### src/rtl/pwm_peripheral.sv
// Drives 16 user pins low, high, or from one shared PWM waveform.
// Duty changes are latched only at the period boundary so no runt pulses appear.
module pwm_peripheral #(
  parameter int CLK_DIV = 13
) (
  input  logic        clk,
  input  logic        rst_n,
  input  logic [7:0]  en_reg_out_7_0,
  input  logic [7:0]  en_reg_out_15_8,
  input  logic [7:0]  en_reg_pwm_7_0,
  input  logic [7:0]  en_reg_pwm_15_8,
  input  logic [7:0]  pwm_duty_cycle,
  output logic [15:0] out,
  output logic        pwm_sync
);

  localparam int PW = (CLK_DIV > 1) ? $clog2(CLK_DIV) : 1;

  logic [PW-1:0] prescaler_q, prescaler_d;
  logic [7:0]    pwm_cnt_q, pwm_cnt_d;
  logic [7:0]    duty_shadow_q, duty_shadow_d;
  logic [15:0]   out_q, out_d;
  logic          pwm_sync_q, pwm_sync_d;

  logic          tick;
  logic          period_end;
  logic          pwm_raw;
  logic [15:0]   en_o;
  logic [15:0]   en_p;

  always_comb begin
    en_o = {en_reg_out_15_8, en_reg_out_7_0};
    en_p = {en_reg_pwm_15_8, en_reg_pwm_7_0};

    tick       = (prescaler_q == PW'(CLK_DIV - 1));
    period_end = tick && (pwm_cnt_q == 8'hFF);

    prescaler_d   = tick ? '0 : prescaler_q + PW'(1);
    pwm_cnt_d     = tick ? pwm_cnt_q + 8'd1 : pwm_cnt_q;
    duty_shadow_d = period_end ? pwm_duty_cycle : duty_shadow_q;
    pwm_sync_d    = period_end;

    // 0xFF is special-cased so full duty never shows a low count at 255.
    pwm_raw = (duty_shadow_q == 8'hFF) || (pwm_cnt_q < duty_shadow_q);

    // Output enable dominates; PWM select only picks waveform vs constant high.
    out_d = en_o & (~en_p | {16{pwm_raw}});
  end

  always_ff @(posedge clk or negedge rst_n) begin
    if (!rst_n) begin
      prescaler_q   <= '0;
      pwm_cnt_q     <= 8'h00;
      duty_shadow_q <= 8'h00;
      out_q         <= 16'h0000;
      pwm_sync_q    <= 1'b0;
    end else begin
      prescaler_q   <= prescaler_d;
      pwm_cnt_q     <= pwm_cnt_d;
      duty_shadow_q <= duty_shadow_d;
      out_q         <= out_d;
      pwm_sync_q    <= pwm_sync_d;
    end
  end

  assign out      = out_q;
  assign pwm_sync = pwm_sync_q;

endmodule

### config.mk
export PLATFORM = sky130hd
export DESIGN_NAME = pwm_peripheral
export DESIGN_NICKNAME = d
export VERILOG_FILES = /design/src/rtl/pwm_peripheral.sv
export SDC_FILE = /design/constraint.sdc
export NUM_CORES = 1
export LEC_CHECK = 0
export ABC_CLOCK_PERIOD_IN_PS = 2150
export CAP_MARGIN = 25
export CORE_AREA = 2 2 104 56
export CTS_CLUSTER_DIAMETER = 30
export DETAILED_ROUTE_END_ITERATION = 12
export DIE_AREA = 0 0 106 58
export HOLD_SLACK_MARGIN = 0.03
export PLACE_DENSITY = 0.6
export SLEW_MARGIN = 20
export SYNTH_ARGS = -nofsm -noshare
export SYNTH_HDL_FRONTEND = slang
export SYNTH_SLANG_ARGS = --single-unit
### constraint.sdc
create_clock -name clk -period 2.15 [get_ports clk]
set_clock_uncertainty 0.15 [all_clocks]
set_input_delay 0.5375 -clock clk [delete_from_list [all_inputs] [get_ports clk]]
set_output_delay 0.5375 -clock clk [all_outputs]
set_load 0.03 [all_outputs]
==> summary.md, run 1 <==
| Metric | Value |
|---|---|
| Total GRT Usage | `12.8%` |
| # IOs | `59` |
| Total power | `1.54 mW` |
| Hold WS | `0.140 ns` |
| Core Rows | `19` |
| Ant. Diodes | `0` |
| Fin crit share | `92.6%` |
| Critical-path maximum fanout | `1` |
| Crit path cell chain | `clkdlybuf4s50_1` |
| Leakage | `1.08 nW` |
| Worst Hold Class | `primary input to async pin` |
| R2R depth | `6` |
| CTS tree | `yes` |
| Root buffer cell | `clkbuf_8` |
| Critical Path Start Type | `register` |
| RR Endpoint | `out[13]$_DFF_PN0_` |
| Number of I/O port buffers | `58` |
| DR iter-0 viols | `22` |
| PD cells | `638 nW/um2` |
| Async SR Flop Fraction | `100%` |
| Wirelength, routed | `3580 um` |
| CTS Buf Count | `5` |
| Post-Syn Nets | `175` |
| Ys flop type | `dfrtp_1` |
| Multi-input logic area | `642 um2` |
| Critical path data required time | `1.46 ns` |
| Final Wtd Congestion | `0.696` |
| Clk sinks | `37` |
| Final min period | `1.99 ns` |
| First-pass GRT wire length | `5990 um` |
| R2R setup slack | `0.19 ns` |
| Cts repair resizes | `0` |
| Post-detail-place hpwl | `2800 um` |
| Commonest non-fill, non-tap cell in the layout | `clkdlybuf4s50_1` |
| Critical path launch point | `out[1]$_DFF_PN0_` |
| Initial core utilization | `30.9%` |
| Area delta synth->final | `48.8%` |
| Setup TNS | `0 ns` |
| Mapped Cells | `123` |
| Vias post-DR | `1,144` |
| Max cap viols | `0` |
| Final Hold Fails | `0` |
| Clock transition at path regs | `0.07 ns` |
| Most frequent cells in the layout | `clkdlybuf4s50_1 (57), dfrtp_1 (37), a21boi_0 (16)` |
| Post-route ant nets | `0` |
| Initial antenna violation count | `0` |
| CP max stage delay | `0.68 ns` |
| Layout Cells excl Fill | `263` |
| YS warnings | `0` |
| Util after Layout | `46.0%` |
| Post-synth EDFFs | `0` |
| Longest Clk Path Bufs | `2` |
| Met1 Use GR | `15.2%` |
| Pin count of the biggest net entering global routing | `38` |
| Synthesized area | `1630 um2` |
| R2r startpoint | `pwm_cnt_q[6]$_DFFE_PN0P_` |
| Total die area | `6150 um2` |
| Fillcell total | `480` |
| Delay-heaviest family, CP | `buffers and inverters` |
| Vias in the first global route | `1,304` |
| Layout cells sized above 1 | `13.7%` |
| Final Setup Violations | `0` |
| Post-synthesis sequential area ratio | `57.0%` |
| CP bufs+invs | `1` |
| Remaining Overflow, GRT | `0` |
| Worst Setup EP | `out[1]` |
| Levels on crit path | `1` |
| GRT met3 Usage | `6.86%` |
| Routed WL per cell | `13.6 um` |
| CP arrival | `1.30 ns` |
| Vias/cell | `4.35` |
| Die Wd | `106 um` |
| Status | `finished, final reports clean` |
| Syn avg cell area | `13.2 um2` |
| GR peak layer | `met2` |
| # Post-CTS Setup Buffers | `0` |
| Placed Instances | `255` |
| Kind of critical path | `register to output pin` |
| Max Clock Freq | `502 MHz` |
| Met2 Use GR | `20.7%` |
| DIE HEIGHT | `58 um` |
| RSZ-0062 raised after global routing | `false` |
| Crit. End Element | `output pin` |
| Critical-path top delay cell | `clkdlybuf4s50_1` |
| Drc violations | `0` |
| Core ar. | `5250 um2` |
| Register Area | `926 um2` |
| Worst-skew pair later-pin latency | `0.28 ns` |
| Worst-Margin Slew | `0.476 ns` |
| Worst relative slew slack | `68.3%` |
| Synthesized flop and latch total | `37` |
| Htree depth | `2` |
| Count of pins over their slew limit | `0` |
| Hold_buf cts | `0` |
| TritonRoute pass-1 iters | `2` |
| Nets@finish | `241` |
| Yosys cell types | `25` |
| VDD IR-drop max | `0.330 mV` |
-- kinds of logic (layout without fill, tap and decap cells) --
| family | after synthesis | count (layout) | share of synthesized area, % |
|---|---|---|---|
| AND/OR/NAND/NOR | 20 | 20 | 7.85 |
| flip-flops | 37 | 37 | 57.0 |
| XOR/XNOR | 8 | 8 | 4.31 |
| multiplexers | 9 | 9 | 6.24 |
| buffers and inverters | 13 | 80 | 3.54 |
| AO/OA/AOI/OAI | 26 | 26 | 13.4 |
| adder cells (fa/ha/maj) | 10 | 10 | 7.70 |
-- sequential cells by signal, summed over array words and instances (netlist names) --
register	flops
duty_shadow_q	8
out	16
prescaler_q	4
pwm_cnt_q	8
pwm_sync	1
-- power by group --
part	internal [mW]	total (mW)	switching, mW
Clock	0.377	0.626	0.249
Combinational	0.111	0.187	0.0769
Sequential	0.719	0.730	0.0117
Total	1.21	1.54	0.337
-- worst register-to-register path: stages, from the launching register on --
cell      delay (ns)
dfrtp_1         0.45
ha_1            0.35
and4_1          0.18
o21ai_0         0.10
o32ai_2         0.27
buf_4           0.22
a21boi_0        0.13
-- through the flow --
step / setup WS [ns] / instance area (um2)
6_report: 0.159 / 2420
5_1_grt: 0.0801 / 2420
4_1_cts: 0.146 / 2420
3_5_place_dp: 0.187 / 2300
3_3_place_gp: 0.250 / 2300
2_1_floorplan: 0.220 / 1630
-- synth_stat cells, drive strengths merged (2+ instances only) --
cell / count / share of area [%]
a21boi: 16 / 7.4
a21oi: 2 / 0.62
and3: 3 / 1.5
dfrtp: 37 / 57
ha: 10 / 7.7
inv: 11 / 2.5
mux2: 9 / 6.2
nand2: 5 / 1.2
nand4: 4 / 2.5
nor2: 6 / 1.4
o21ai: 2 / 0.62
xnor2: 5 / 2.7
xor2: 3 / 1.6
-- worst min-delay path by stage --
stage	startpoint	to	slack, ns	depth (start not counted)
after floorplan	rst_n	duty_shadow_q[0]$_DFFE_PN0P_	0.09	0
after global placement	prescaler_q[3]$_DFF_PN0_	prescaler_q[3]$_DFF_PN0_	0.30	1
after detailed placement	prescaler_q[3]$_DFF_PN0_	prescaler_q[3]$_DFF_PN0_	0.32	1
after CTS	rst_n	pwm_cnt_q[2]$_DFFE_PN0P_	0.16	2
after global routing	rst_n	duty_shadow_q[7]$_DFFE_PN0P_	0.17	2
final	rst_n	pwm_cnt_q[7]$_DFFE_PN0P_	0.14	2
-- layout make-up --
class	count	share of cell area [%]
clock buffers	6	3.41
repair buffers	61	24.7
clock inverters	2	1.55
inverters	11	1.71
well taps	73	3.78
multi-input cells	73	26.5
flip-flops and latches	37	38.3
-- routing by layer --
metal | part of all wire, % | wire, um
met2 | 45 | 1610
met1 | 44 | 1570
met5 | 0 | 0
met3 | 11 | 389
met4 | 0.45 | 16
(Power assumes the default switching activity.)
==> run 2, diff against run 1 <==
- MAX_ROUTING_LAYER: not set -> met4
==> run 2 against run 1 <==
Sequential power barely moved. Combinational power is essentially flat. Register-to-register slack is essentially flat. Non-clock buffer count unchanged. Critical path depth stayed put. Fmax barely moved. Global-route usage is 0.44 points higher. Via count down 0.17%. Sequential cell count unchanged. Utilization did not move. Hold slack lost 0.00075 ns.
==> summary.md, run 2 (synthesized netlist as in run 1, its figures left out) <==
| Metric | Value |
|---|---|
| Status | `finished, final reports clean` |
| Nets@finish | `241` |
| Crit. End Element | `output pin` |
| Worst Setup EP | `out[1]` |
| CTS tree | `yes` |
| Cts repair resizes | `0` |
| Area delta synth->final | `48.8%` |
| Core ar. | `5250 um2` |
| Fin crit share | `92.6%` |
| Max reg flops | `16` |
| Kind of critical path | `register to output pin` |
| Core Rows | `19` |
| Total die area | `6150 um2` |
| Critical-path maximum fanout | `1` |
| Critical Path Start Type | `register` |
| First-pass GRT wire length | `5980 um` |
| Vias post-DR | `1,142` |
| Post-detail-place hpwl | `2800 um` |
| R2R depth | `6` |
| Remaining Overflow, GRT | `0` |
| Total GRT Usage | `13.3%` |
| Worst Hold Class | `primary input to async pin` |
| Levels on crit path | `1` |
| Most frequent cells in the layout | `clkdlybuf4s50_1 (57), dfrtp_1 (37), a21boi_0 (16)` |
| Crit path cell chain | `clkdlybuf4s50_1` |
| DIE HEIGHT | `58 um` |
| # IOs | `59` |
| RSZ-0062 raised after global routing | `false` |
| # Post-CTS Setup Buffers | `0` |
| Count of pins over their slew limit | `0` |
| CP arrival | `1.30 ns` |
| Wirelength, routed | `3570 um` |
| Worst relative slew slack | `68.6%` |
| Drc violations | `0` |
| CTS Buf Count | `5` |
| Htree depth | `2` |
| Root buffer cell | `clkbuf_8` |
| Ant. Diodes | `0` |
| Vias in the first global route | `1,300` |
| Worst-skew pair later-pin latency | `0.28 ns` |
| RR Endpoint | `out[13]$_DFF_PN0_` |
| Layout cells sized above 1 | `13.7%` |
| TritonRoute pass-1 iters | `2` |
| R2r startpoint | `pwm_cnt_q[6]$_DFFE_PN0P_` |
| R2R setup slack | `0.18 ns` |
| CP max stage delay | `0.68 ns` |
| Longest Clk Path Bufs | `2` |
| Worst-Margin Slew | `0.471 ns` |
| CP bufs+invs | `1` |
| Final Setup Violations | `0` |
| Commonest non-fill, non-tap cell in the layout | `clkdlybuf4s50_1` |
| Initial antenna violation count | `0` |
| Final Wtd Congestion | `0.704` |
| Die Wd | `106 um` |
| Setup TNS | `0 ns` |
| Clk sinks | `37` |
| Leakage | `1.08 nW` |
| Critical path data required time | `1.46 ns` |
| Vias/cell | `4.34` |
| Critical-path top delay cell | `clkdlybuf4s50_1` |
| Number of I/O port buffers | `58` |
| PD cells | `638 nW/um2` |
| Delay-heaviest family, CP | `buffers and inverters` |
| Initial core utilization | `30.9%` |
| Final Hold Fails | `0` |
| Routed WL per cell | `13.6 um` |
| Final min period | `1.99 ns` |
| Post-route ant nets | `0` |
| Critical path launch point | `out[1]$_DFF_PN0_` |
| Clock transition at path regs | `0.07 ns` |
| VDD IR-drop max | `0.330 mV` |
| DR iter-0 viols | `21` |
| Max cap viols | `0` |
| Hold_buf cts | `0` |
| Max Clock Freq | `502 MHz` |
| Total power | `1.54 mW` |
| Pin count of the biggest net entering global routing | `38` |
-- run 2: metrics by stage --
stage                     cell area, um2  std cells  worst slack, ns  util (%)  hold WS [ns]
final                               2420        263            0.160      46.0         0.139
after detailed placement            2300        255            0.187      43.7         0.316
after CTS                           2420        263            0.146      46.0         0.159
after floorplan                     1630        123            0.220         -        0.0919
after global routing                2420        263           0.0820      46.0         0.171
after global placement              2300        255            0.250      43.7         0.299
-- run 2: worst min path at each step --
stage | slack (ns) | cells past startpoint | startpoint | end
2_1_floorplan | 0.09 | 0 | rst_n | duty_shadow_q[0]$_DFFE_PN0P_
3_3_place_gp | 0.30 | 1 | prescaler_q[3]$_DFF_PN0_ | prescaler_q[3]$_DFF_PN0_
3_5_place_dp | 0.32 | 1 | prescaler_q[3]$_DFF_PN0_ | prescaler_q[3]$_DFF_PN0_
4_1_cts | 0.16 | 2 | rst_n | pwm_cnt_q[2]$_DFFE_PN0P_
5_1_grt | 0.17 | 2 | rst_n | duty_shadow_q[7]$_DFFE_PN0P_
6_report | 0.14 | 2 | rst_n | pwm_cnt_q[7]$_DFFE_PN0P_
-- run 2: routing by layer --
metal  wire length [um]  track usage [%]  vias up
li1                   -                -      554
met1               1610             15.8      544
met2               1590             20.6       42
met3                345             6.19        2
met4                 20             3.38        0
met5                  0                -        -
-- run 2: layout make-up --
type                    instances  area [um2]
fillers                       480        2840
flip-flops and latches         37         926
multi-input cells              73         642
repair buffers                 61         598
well taps                      73        91.3
clock buffers                   6        82.6
inverters                      11        41.3
clock inverters                 2        37.5
-- run 2: report_power, final --
group / leakage, nW / total [mW] / switching (mW) / internal, mW
registers: 0.441 / 0.730 / 0.0117 / 0.719
clock network: 0.0574 / 0.624 / 0.247 / 0.377
logic: 0.581 / 0.187 / 0.0768 / 0.111
==> run 3, diff against run 2 <==
- ABC_AREA: not set -> 1
- CORE_AREA: 2 2 104 56 -> 2 2 91 49
- DIE_AREA: 0 0 106 58 -> 0 0 93 51
- PLACE_DENSITY: 0.6 -> 0.79
==> run 3 against run 2 <==
First-iteration DRC count rose to 2.8 times the previous value. Global-route usage increased by 3.8 points. Routed wire length is 0.36% lower. Sequential power shrank 2%. Total power fell by 13%. Clock power decreased by 25%. Combinational power decreased by 12%. Cell area rose by 1.0%. Worst setup slack got worse by 0.020 ns. Sequential cell count unchanged. Final cell count rose by 16%.
==> summary.md, run 3 <==
| Metric | Value |
|---|---|
| Post-route cell area | `2440 um2` |
| YS warnings | `0` |
| Ant. Diodes | `0` |
| Top cells by area, synth | `dfrtp_1 (54%), nand2_1 (9.6%), inv_1 (8.5%), ha_1 (7.3%), nand3_1 (5.5%)` |
| Layout cells sized above 1 | `6.02%` |
| Die Wd | `93 um` |
| Syn avg cell area | `9.28 um2` |
| Combinational power share | `12.2%` |
| Wirelength, routed | `3550 um` |
| Dominant cell type by area after synthesis | `dfrtp_1` |
| Post-synthesis sequential area ratio | `53.9%` |
| Total GRT Usage | `17.1%` |
| Adder-Cell Fraction of Synth Area | `7.29%` |
| Post-route ant nets | `0` |
| Post-Syn Nets | `237` |
| Routed WL per cell | `11.6 um` |
| CP arrival | `2.03 ns` |
| Post-synthesis mux area share | `0%` |
| Max Clock Freq | `497 MHz` |
| Final min period | `2.01 ns` |
| Yosys cell types | `21` |
| Post-synth EDFFs | `0` |
| # Post-CTS Setup Buffers | `0` |
| Max reg flops | `16` |
| Register share of total power | `53.1%` |
| Crit path cell chain | `ha_1, nand2_1, inv_1, nand2_1, nand2_1, nand2_1, nand2_1, nand3_1, nand2_1, inv_1` |
| Post-synth top area share | `53.9%` |
| DR iter-0 viols | `58` |
| Worst Hold Class | `primary input to async pin` |
| Worst relative slew slack | `64.0%` |
| VDD IR-drop max | `0.252 mV` |
| Critical Path Start Type | `register` |
| Remaining Overflow, GRT | `0` |
| Nets@finish | `301` |
| Ys flop type | `dfrtp_1` |
| Drc violations | `0` |
| Status | `finished, final reports clean` |
| Area delta synth->final | `42.3%` |
| Internal power | `1.06 mW` |
| Crit path top cell by count | `nand2_1` |
| Critical path data required time | `2.17 ns` |
| R2r startpoint | `pwm_cnt_q[3]$_DFFE_PN0P_` |
| Synthesized area | `1720 um2` |
| Total die area | `4740 um2` |
| Clk sinks | `37` |
| Post-detail-place hpwl | `2720 um` |
| Vias/cell | `4.42` |
| Initial core utilization | `42.0%` |
| RSZ-0062 raised after global routing | `false` |
| Synthesized flop and latch total | `37` |
| Commonest non-fill, non-tap cell in the layout | `clkdlybuf4s50_1` |
| Switch Pwr | `0.285 mW` |
| Switching Share | `21.2%` |
| TritonRoute pass-1 iters | `4` |
| Post-synth top cells | `nand2_1 (44), inv_1 (39), dfrtp_1 (37), nand3_1 (19), ha_1 (10)` |
| Longest Clk Path Bufs | `2` |
| Final Hold Fails | `0` |
| # IOs | `59` |
| Final Setup Violations | `0` |
| PD cells | `551 nW/um2` |
| Htree depth | `2` |
| CP max stage delay | `0.45 ns` |
| Delay-heaviest family, CP | `simple AND/OR/NAND/NOR gates` |
| Initial antenna violation count | `0` |
| Fin crit share | `93.5%` |
| RR Endpoint | `out[6]$_DFF_PN0_` |
| Util after Layout | `59.8%` |
| Async SR Flop Fraction | `100%` |
| Setup TNS | `0 ns` |
| First-pass GRT wire length | `5980 um` |
| Placed cell area | `2360 um2` |
| Core ar. | `4080 um2` |
| R2R setup slack | `0.14 ns` |
| Vias in the first global route | `1,270` |
| Max cap viols | `0` |
| Vias post-DR | `1,351` |
| Hold_buf cts | `0` |
| Worst-Margin Slew | `0.539 ns` |
| Layout Cells excl Fill | `306` |
| Cts repair resizes | `0` |
| Compound-Gate Fraction of Synth Area | `3.72%` |
| Critical-path top delay cell | `dfrtp_1` |
| DIE HEIGHT | `51 um` |
| R2R depth | `10` |
| Post-Synth Simple-Gate Area | `20.9%` |
| Clock transition at path regs | `0.07 ns` |
| Kind of critical path | `register to register` |
| Core Rows | `17` |
| Most frequent cells in the layout | `clkdlybuf4s50_1 (57), nand2_1 (44), inv_1 (39)` |
| Root buffer cell | `clkbuf_8` |
| Final Wtd Congestion | `0.881` |
| Clock power frac | `34.6%` |
| Pin count of the biggest net entering global routing | `38` |
| Largest family of logic cells by synthesized area | `simple AND/OR/NAND/NOR gates` |
| Number of I/O port buffers | `58` |
| Crit. End Element | `register` |
| CTS Buf Count | `5` |
| Critical-path maximum fanout | `16` |
| Count of pins over their slew limit | `0` |
| CTS tree | `yes` |
| Most common cell in the netlist | `nand2_1` |
| CP bufs+invs | `2` |
| Placed Instances | `299` |
| Mapped Cells | `185` |
| Worst-skew pair later-pin latency | `0.28 ns` |
| Total power | `1.35 mW` |
| Synth Area in XOR/XNOR | `4.08%` |
| Leakage | `1.27 nW` |
## run 3: changes by cell type after synthesis, moves of 6 or more
cell | before | now
nand2_1 | 5 | 44
inv_1 | 11 | 39
nand3_1 | 0 | 19
a21boi_0 | 16 | 0
mux2_2 | 9 | 0
o21ai_0 | 2 | 8
## run 3: worst max-delay path by stage
stage                             start           endpoint  slack (ns)  cells after the start
3_5_place_dp   pwm_cnt_q[5]$_DFFE_PN0P_   out[6]$_DFF_PN0_        0.17                      8
5_1_grt        pwm_cnt_q[3]$_DFFE_PN0P_  out[13]$_DFF_PN0_        0.01                     10
2_1_floorplan  pwm_cnt_q[5]$_DFFE_PN0P_  out[10]$_DFF_PN0_        0.43                      9
6_report       pwm_cnt_q[3]$_DFFE_PN0P_   out[6]$_DFF_PN0_        0.14                     10
4_1_cts        pwm_cnt_q[5]$_DFFE_PN0P_   out[6]$_DFF_PN0_        0.13                      8
3_3_place_gp   pwm_cnt_q[5]$_DFFE_PN0P_   out[4]$_DFF_PN0_        0.27                      8
## run 3: area by class of cell
| class | count | area [um2] |
|---|---|---|
| Timing Repair Buffer | 60 | 591 |
| Multi-Input combinational cell | 105 | 618 |
| Tap cell | 57 | 71.3 |
| Sequential cell | 37 | 926 |
| Clock buffer | 7 | 86.3 |
| Fill cell | 349 | 1640 |
| Inverter | 40 | 151 |
## run 3: power by group through the flow
stage          Sequential (mW)  Combinational (mW)  Clock [mW]
2_1_floorplan            0.761              0.0112           0
3_3_place_gp             0.728               0.166           0
3_5_place_dp             0.728               0.167           0
4_1_cts                  0.715               0.168       0.482
5_1_grt                  0.715               0.178       0.527
6_report                 0.715               0.165       0.466
## run 3: cells by family after synthesis
kind of cell	count (synthesis)
XOR/XNOR	8
AND/OR/NAND/NOR	75
flip-flops	37
buffers and inverters	43
adder cells (fa/ha/maj)	10
AO/OA/AOI/OAI	12
## run 3: per-layer routing
layer | GRT usage, % | part of all wire, %
met5 | - | 0
met1 | 23.9 | 49
met3 | 6.19 | 7.6
met2 | 23.7 | 43
met4 | 4.41 | 0.39
## run 3: metrics by stage
step / hold slack [ns] / setup WS (ns)
2_1_floorplan: 0.0919 / 0.432
3_3_place_gp: 0.363 / 0.267
3_5_place_dp: 0.356 / 0.172
4_1_cts: 0.165 / 0.132
5_1_grt: 0.202 / 0.0149
6_report: 0.146 / 0.140
